==> src/rtl/spi_reg_pkg.sv <==
// ----------------------------------------------------------------------------
// spi_reg_pkg
// Shared constants for the SPI register peripheral: frame length, register
// address map and the receive FSM state type.
// ----------------------------------------------------------------------------
package spi_reg_pkg;

   localparam int FRAME_BITS = 16;

   localparam logic [6:0] ADDR_EN_OUT_7_0  = 7'h00;
   localparam logic [6:0] ADDR_EN_OUT_15_8 = 7'h01;
   localparam logic [6:0] ADDR_EN_PWM_7_0  = 7'h02;
   localparam logic [6:0] ADDR_EN_PWM_15_8 = 7'h03;
   localparam logic [6:0] ADDR_PWM_DUTY    = 7'h04;

   typedef enum logic {
      IDLE  = 1'b0,
      SHIFT = 1'b1
   } state_t;

endpackage

==> src/rtl/spi_reg_peripheral_sync_edge.sv <==
// ----------------------------------------------------------------------------
// sync_edge
// Brings one asynchronous pin into the clk domain through a SYNC_STAGES-deep
// flop chain, then one extra delay flop for edge detection.
// Ports:
//   clk     in  system clock
//   rst     in  asynchronous active-high reset (chain clears to 0)
//   i_pin   in  asynchronous input pin
//   o_sync  out synchronized level
//   o_rise  out one-cycle pulse on a synchronized 0->1 transition
//   o_fall  out one-cycle pulse on a synchronized 1->0 transition
// ----------------------------------------------------------------------------
module sync_edge #(
   parameter int SYNC_STAGES = 2
) (
   input  logic clk,
   input  logic rst,
   input  logic i_pin,
   output logic o_sync,
   output logic o_rise,
   output logic o_fall
);

   logic [SYNC_STAGES-1:0] r_chain;
   logic                   r_dly;

   always_ff @(posedge clk or posedge rst) begin
      if (rst) begin
         r_chain <= '0;
         r_dly   <= 1'b0;
      end else begin
         r_chain <= {r_chain[SYNC_STAGES-2:0], i_pin};
         r_dly   <= r_chain[SYNC_STAGES-1];
      end
   end

   assign o_sync = r_chain[SYNC_STAGES-1];
   assign o_rise = o_sync & ~r_dly;
   assign o_fall = ~o_sync & r_dly;

endmodule

==> src/rtl/spi_reg_peripheral.sv <==
// ----------------------------------------------------------------------------
// spi_reg_peripheral
// Write-only SPI (mode 0, MSB first) slave holding the five 8-bit control
// registers of the PWM peripheral. Frame: [15] write flag, [14:8] address,
// [7:0] data. A frame commits only when exactly 16 bits (extra bits ignored)
// were shifted, the write flag is set and the address is implemented.
// Ports:
//   clk, rst          system clock, asynchronous active-high reset
//   sclk, copi, ncs   asynchronous SPI pins
//   en_reg_out_7_0    register 0x00      en_reg_out_15_8  register 0x01
//   en_reg_pwm_7_0    register 0x02      en_reg_pwm_15_8  register 0x03
//   pwm_duty_cycle    register 0x04
//   wr_strobe         one-cycle pulse per committed write
//   busy              high while a frame is being received
// ----------------------------------------------------------------------------
module spi_reg_peripheral
   import spi_reg_pkg::*;
#(
   parameter int SYNC_STAGES = 2,
   parameter int NUM_REGS    = 5
) (
   input  logic       clk,
   input  logic       rst,
   input  logic       sclk,
   input  logic       copi,
   input  logic       ncs,
   output logic [7:0] en_reg_out_7_0,
   output logic [7:0] en_reg_out_15_8,
   output logic [7:0] en_reg_pwm_7_0,
   output logic [7:0] en_reg_pwm_15_8,
   output logic [7:0] pwm_duty_cycle,
   output logic       wr_strobe,
   output logic       busy
);

   logic w_sclk_sync_unused, w_sclk_rise, w_sclk_fall_unused;
   logic w_copi_sync, w_copi_rise_unused, w_copi_fall_unused;
   logic w_ncs_sync_unused, w_ncs_rise, w_ncs_fall;

   sync_edge #(.SYNC_STAGES(SYNC_STAGES)) u_sync_sclk (
      .clk(clk), .rst(rst), .i_pin(sclk),
      .o_sync(w_sclk_sync_unused), .o_rise(w_sclk_rise), .o_fall(w_sclk_fall_unused)
   );

   sync_edge #(.SYNC_STAGES(SYNC_STAGES)) u_sync_copi (
      .clk(clk), .rst(rst), .i_pin(copi),
      .o_sync(w_copi_sync), .o_rise(w_copi_rise_unused), .o_fall(w_copi_fall_unused)
   );

   sync_edge #(.SYNC_STAGES(SYNC_STAGES)) u_sync_ncs (
      .clk(clk), .rst(rst), .i_pin(ncs),
      .o_sync(w_ncs_sync_unused), .o_rise(w_ncs_rise), .o_fall(w_ncs_fall)
   );

   state_t      r_state;
   logic [4:0]  r_bit_cnt;
   logic [15:0] r_shift;
   logic        r_wr_strobe;
   logic [7:0]  r_en_out_lo, r_en_out_hi, r_en_pwm_lo, r_en_pwm_hi, r_pwm_duty;

   logic [6:0]  w_addr;
   logic        w_commit;

   assign w_addr   = r_shift[14:8];
   // Full 7-bit compare: high addresses never alias onto implemented ones.
   assign w_commit = (r_bit_cnt == 5'(FRAME_BITS)) && r_shift[15] &&
                     (w_addr < 7'(NUM_REGS));

   always_ff @(posedge clk or posedge rst) begin
      if (rst) begin
         r_state     <= IDLE;
         r_bit_cnt   <= '0;
         r_shift     <= '0;
         r_wr_strobe <= 1'b0;
         r_en_out_lo <= '0;
         r_en_out_hi <= '0;
         r_en_pwm_lo <= '0;
         r_en_pwm_hi <= '0;
         r_pwm_duty  <= '0;
      end else begin
         r_wr_strobe <= 1'b0;
         case (r_state)
            IDLE: begin
               if (w_ncs_fall) begin
                  r_bit_cnt <= '0;
                  r_shift   <= '0;
                  r_state   <= SHIFT;
               end
            end
            SHIFT: begin
               // End of frame takes priority over a coincident clock edge.
               if (w_ncs_rise) begin
                  r_state <= IDLE;
                  if (w_commit) begin
                     r_wr_strobe <= 1'b1;
                     case (w_addr)
                        ADDR_EN_OUT_7_0:  r_en_out_lo <= r_shift[7:0];
                        ADDR_EN_OUT_15_8: r_en_out_hi <= r_shift[7:0];
                        ADDR_EN_PWM_7_0:  r_en_pwm_lo <= r_shift[7:0];
                        ADDR_EN_PWM_15_8: r_en_pwm_hi <= r_shift[7:0];
                        ADDR_PWM_DUTY:    r_pwm_duty  <= r_shift[7:0];
                        default: ;
                     endcase
                  end
               end else if (w_sclk_rise && (r_bit_cnt < 5'(FRAME_BITS))) begin
                  // Count saturates at FRAME_BITS so trailing bits are dropped.
                  r_shift   <= {r_shift[14:0], w_copi_sync};
                  r_bit_cnt <= r_bit_cnt + 5'd1;
               end
            end
            default: r_state <= IDLE;
         endcase
      end
   end

   assign en_reg_out_7_0  = r_en_out_lo;
   assign en_reg_out_15_8 = r_en_out_hi;
   assign en_reg_pwm_7_0  = r_en_pwm_lo;
   assign en_reg_pwm_15_8 = r_en_pwm_hi;
   assign pwm_duty_cycle  = r_pwm_duty;
   assign wr_strobe       = r_wr_strobe;
   assign busy            = (r_state == SHIFT);

endmodule

==> config.mk <==
export PLATFORM = sky130hd
export DESIGN_NAME = spi_reg_peripheral
export DESIGN_NICKNAME = d
export VERILOG_FILES = /design/src/rtl/spi_reg_pkg.sv /design/src/rtl/spi_reg_peripheral_sync_edge.sv /design/src/rtl/spi_reg_peripheral.sv
export SDC_FILE = /design/constraint.sdc
export NUM_CORES = 1
export LEC_CHECK = 0
export BUFFER_PORTS_ARGS = -buffer_cell sky130_fd_sc_hd__buf_2
export CORE_MARGIN = 3
export CORE_UTILIZATION = 40
export CTS_BUF_LIST = sky130_fd_sc_hd__clkbuf_16
export DETAILED_ROUTE_END_ITERATION = 12
export PLACE_DENSITY = 0.7
export SETUP_SLACK_MARGIN = 0.2
export SYNTH_ARGS = -nofsm -noshare
export SYNTH_HDL_FRONTEND = slang
export SYNTH_SLANG_ARGS = --single-unit
==> constraint.sdc <==
create_clock -name clk -period 5.2 [get_ports clk]
set_clock_uncertainty 0.2 [all_clocks]
set_input_delay 0.26 -clock clk [delete_from_list [all_inputs] [get_ports clk]]
set_output_delay 0.26 -clock clk [all_outputs]
set_load 0.01 [all_outputs]
==> reports/metrics.csv <==
stage;metric;value;unit
status;status;complete, but fails checks;
status;failing checks;negative hold slack;
power;Power, Total;0.00126;W
timing;Final Hold Fails;17;
power;peak supply drop;0.000251;V
synthesis;Seq/Total Area, Yosys;63.5;%
power;Leak;1.86;nW
clock_network;Root Driver;clkbuf_16;
synthesis;Netlist Area Pre-Place;2800;um^2
synthesis;Main synth FF type;dfrtp_1;
worst_setup_path;crit path max fanout;13;
clock_network;Hold Buf Count CTS;3;
grt;grt ovf;0;
worst_setup_path;nature of the critical path endpoint;flip-flop;
timing;RSZ-0062 raised after global routing;no;
routing;DRC errors left;0;
clock_network;# clock sinks;71;
routing;DRT Pass-1 Iters;4;
grt;pin count of the biggest net entering global routing;72;
final_layout;nets;247;
worst_setup_path;r2r worst-path depth;4;
synthesis;synthesized area per cell;15.0;um^2
timing;Final Setup Violations;0;
power;Sw Ratio;21.2;%
hold_path;Hold Path Class;in -> async;
routing;final WL;5.25;mm
power;combinational power share;3.5;%
power;Internal;0.000995;W
worst_setup_path;register-to-register setup slack;2190;ps
grt;number of antenna violations at the first check in global routing;0;
final_layout;layout cells sized above 1;44.9;%
clock_network;TritonCTS buffer count;9;
final_layout;# diodes;0;
power;Power Density;366;nW/um^2
synthesis;post-synthesis cell type count;28;
synthesis;Yosys top cell by area;dfrtp_1;
worst_setup_path;Cell Chain, Critical Path;or4b_1 > or4_4 > or4b_1 > mux2_2;
grt;wire length of the first global-routing pass;8.79;mm
timing;fmax;0.332;GHz
synthesis;share of flip-flops with an asynchronous set or reset;100;%
synthesis;#FFs+latches synth;71;
synthesis;number of synthesized flops with an enable pin;0;
routing;Iteration-0 DRC Markers;79;
placed_design;Post-DP HPWL;3.36;mm
placed_design;Final GP Congestion;0.798;
floorplanning;I/O pins;47;
clock_network;CTS Buffer Depth;2;
floorplanning;die area;8030;um^2
timing;Worst Tran Pin Value;873;ps
grt;vias in the first global route;1669;
floorplanning;core area;6570;um^2
worst_setup_path;Critical Path AT;3030;ps
run;max_cap viols;0;
synthesis;Synth Instances;187;
floorplanning;die height;89.6;um
routing;Vias;1635;
routing;DRT antenna net count;0;
worst_setup_path;most frequent CP cell;or4b_1;
synthesis;cell with the most instances after synthesis;dfrtp_1;
worst_setup_path;WP buf/inv;0;
clock_network;H-Tree Depth;3;
worst_setup_path;WS Path Type;reg -> reg;
timing;setup_tns;0;ps
timing;Max Slew Vio Count;0;
floorplanning;die width;89.6;um
timing;max_slew headroom;41.8;%
worst_setup_path;stages on the worst setup path;4;
clock_network;CTS tree;built;
worst_setup_path;slowest cell on the critical path;or4b_1;
final_layout;Area Overhead vs Synth;23.3;%
floorplanning;num rows;29;
timing;Final Hold Slack;-31.4;ps
synthesis;Synth Net Count;194;
power;switching power;0.000267;W
synthesis;YS warnings;0;
power;proportion of power drawn by the clock network;50.8;%
clock_network;postcts setup bufs;0;
clock_network;clk_lat worst skew;330;ps
routing;Vias/cell;4.84;
synthesis;post-synth top area share;63.5;%
worst_setup_path;Crit path largest cell delay;720;ps
grt;gr usage total;15.1;%
synthesis;Synth top cells by count;dfrtp_1, mux2_2, mux2_4;
worst_setup_path;Critical Path Source Type;flip-flop;
clock_network;CTS resizes;0;
floorplanning;Initial Utilization;42.6;%
timing;fin crit share;58.0;%
placed_design;PortBufs;46;
clock_network;Clk pin slew, worst setup/hold paths;60;ps
routing;per-cell routed wire length;15.5;um
power;Seq pwr share;45.7;%
worst_setup_path;WP data required;5210;ps
worst_setup_path;CP delay by family, top;simple AND/OR/NAND/NOR gates;
synthesis;top post-synthesis cells by area;dfrtp_1, mux2_2, mux2_4;
timing;Min Clock Period, post-route;3010;ps
[per-layer routing]
| layer | vias up | global-route usage, % | routed length (um) |
|---|---|---|---|
| met5 | - | 0 | 0 |
| met4 | 0 | 5.68 | 78 |
| met3 | 8 | 5.84 | 326 |
| met2 | 45 | 22.3 | 2450 |
| met1 | 820 | 20.1 | 2390 |
| li1 | 762 | - | - |
[final timing paths]
check | startpoint | to
worst min-delay path | rst | u_sync_sclk.r_chain[1]
min in group clk | u_sync_sclk.r_chain[0] | u_sync_sclk.r_chain[1]
worst max register to register | busy | en_reg_out_15_8[2]
max in group asynchronous | rst | r_shift[3]
worst max-delay path | busy | en_reg_out_15_8[2]
worst min register to register | u_sync_sclk.r_chain[0] | u_sync_sclk.r_chain[1]
[worst min-delay path, cell delays in order]
cell and delay (ps):
buf_2 100, inv_2 30, buf_4 640
[placed cells by master (no fill, tap or decap)]
| cell | netlist | routed |
|---|---|---|
| nor2b_1 | 2 | 2 |
| dlygate4sd3_1 | 0 | 3 |
| nand2b_1 | 1 | 1 |
| ha_1 | 2 | 2 |
| buf_2 | 2 | 46 |
| a31oi_1 | 1 | 1 |
| o21a_1 | 1 | 1 |
| or3b_2 | 1 | 1 |
| a22o_1 | 10 | 10 |
| mux2_2 | 32 | 32 |
| or4b_4 | 1 | 1 |
| a21bo_2 | 1 | 1 |
| nor3b_1 | 1 | 1 |
| inv_2 | 0 | 1 |
| nand4_1 | 1 | 1 |
| and3_1 | 2 | 2 |
| nand4bb_1 | 1 | 1 |
| dfrtp_1 | 71 | 71 |
| inv_1 | 10 | 10 |
| maj3_1 | 1 | 1 |
| clkbuf_16 | 0 | 9 |
| or4b_1 | 4 | 4 |
| clkinv_2 | 0 | 2 |
| clkinvlp_4 | 0 | 2 |
| mux2_4 | 11 | 11 |
| nand3_1 | 2 | 2 |
| mux2i_1 | 6 | 6 |
| nor2_1 | 5 | 5 |
| buf_4 | 0 | 1 |
| bufinv_16 | 0 | 2 |
| or4_4 | 1 | 1 |
| or4_1 | 1 | 1 |
| nand2_1 | 10 | 10 |
[power by group through the flow]
stage	sequential, W	clock (W)	combinational (W)
global placement	0.000586	0	0.0000419
detailed placement	0.000587	0	0.0000432
finish	0.000577	0.000642	0.0000436
CTS	0.000577	0.000655	0.0000450
global route	0.000579	0.000682	0.0000501
floorplan	0.000581	0	0.0000337
[metrics by stage]
stage	cell area [um^2]	setup WS (ps)	util, %	instances
after floorplan	2800	2510	-	187
after CTS	3450	2190	52.5	338
after global placement	3100	2260	47.3	319
final	3450	2190	52.5	338
after global routing	3450	2080	52.5	338
after detailed placement	3100	2190	47.3	319
[state kept, by name, summed over array words and instances, names as in the netlist]
name / cells
busy: 1
en_reg_out_15_8: 8
en_reg_out_7_0: 8
en_reg_pwm_15_8: 8
en_reg_pwm_7_0: 8
pwm_duty_cycle: 8
r_bit_cnt: 5
r_shift: 16
u_sync_copi.r_chain: 2
u_sync_ncs.r_chain: 2
u_sync_ncs.r_dly: 1
u_sync_sclk.r_chain: 2
u_sync_sclk.r_dly: 1
wr_strobe: 1
[layout make-up]
cell class | instances | area (um^2)
well taps | 93 | 116
flip-flops and latches | 71 | 1780
multi-input cells | 98 | 936
clock buffers | 9 | 225
repair buffers | 50 | 268
clock inverters | 7 | 88.8
fillers | 573 | 3120
inverters | 10 | 37.5
[kinds of logic (layout without fill, tap and decap cells)]
logic type | after synthesis | after routing | share of synthesized area [%]
AO/OA/AOI/OAI | 13 | 13 | 3.98
adder cells (fa/ha/maj) | 3 | 3 | 1.25
buffers and inverters | 18 | 76 | 3.04
flip-flops | 71 | 71 | 63.5
multiplexers | 49 | 49 | 20.9
AND/OR/NAND/NOR | 33 | 33 | 7.29
(Power assumes the default switching activity.)
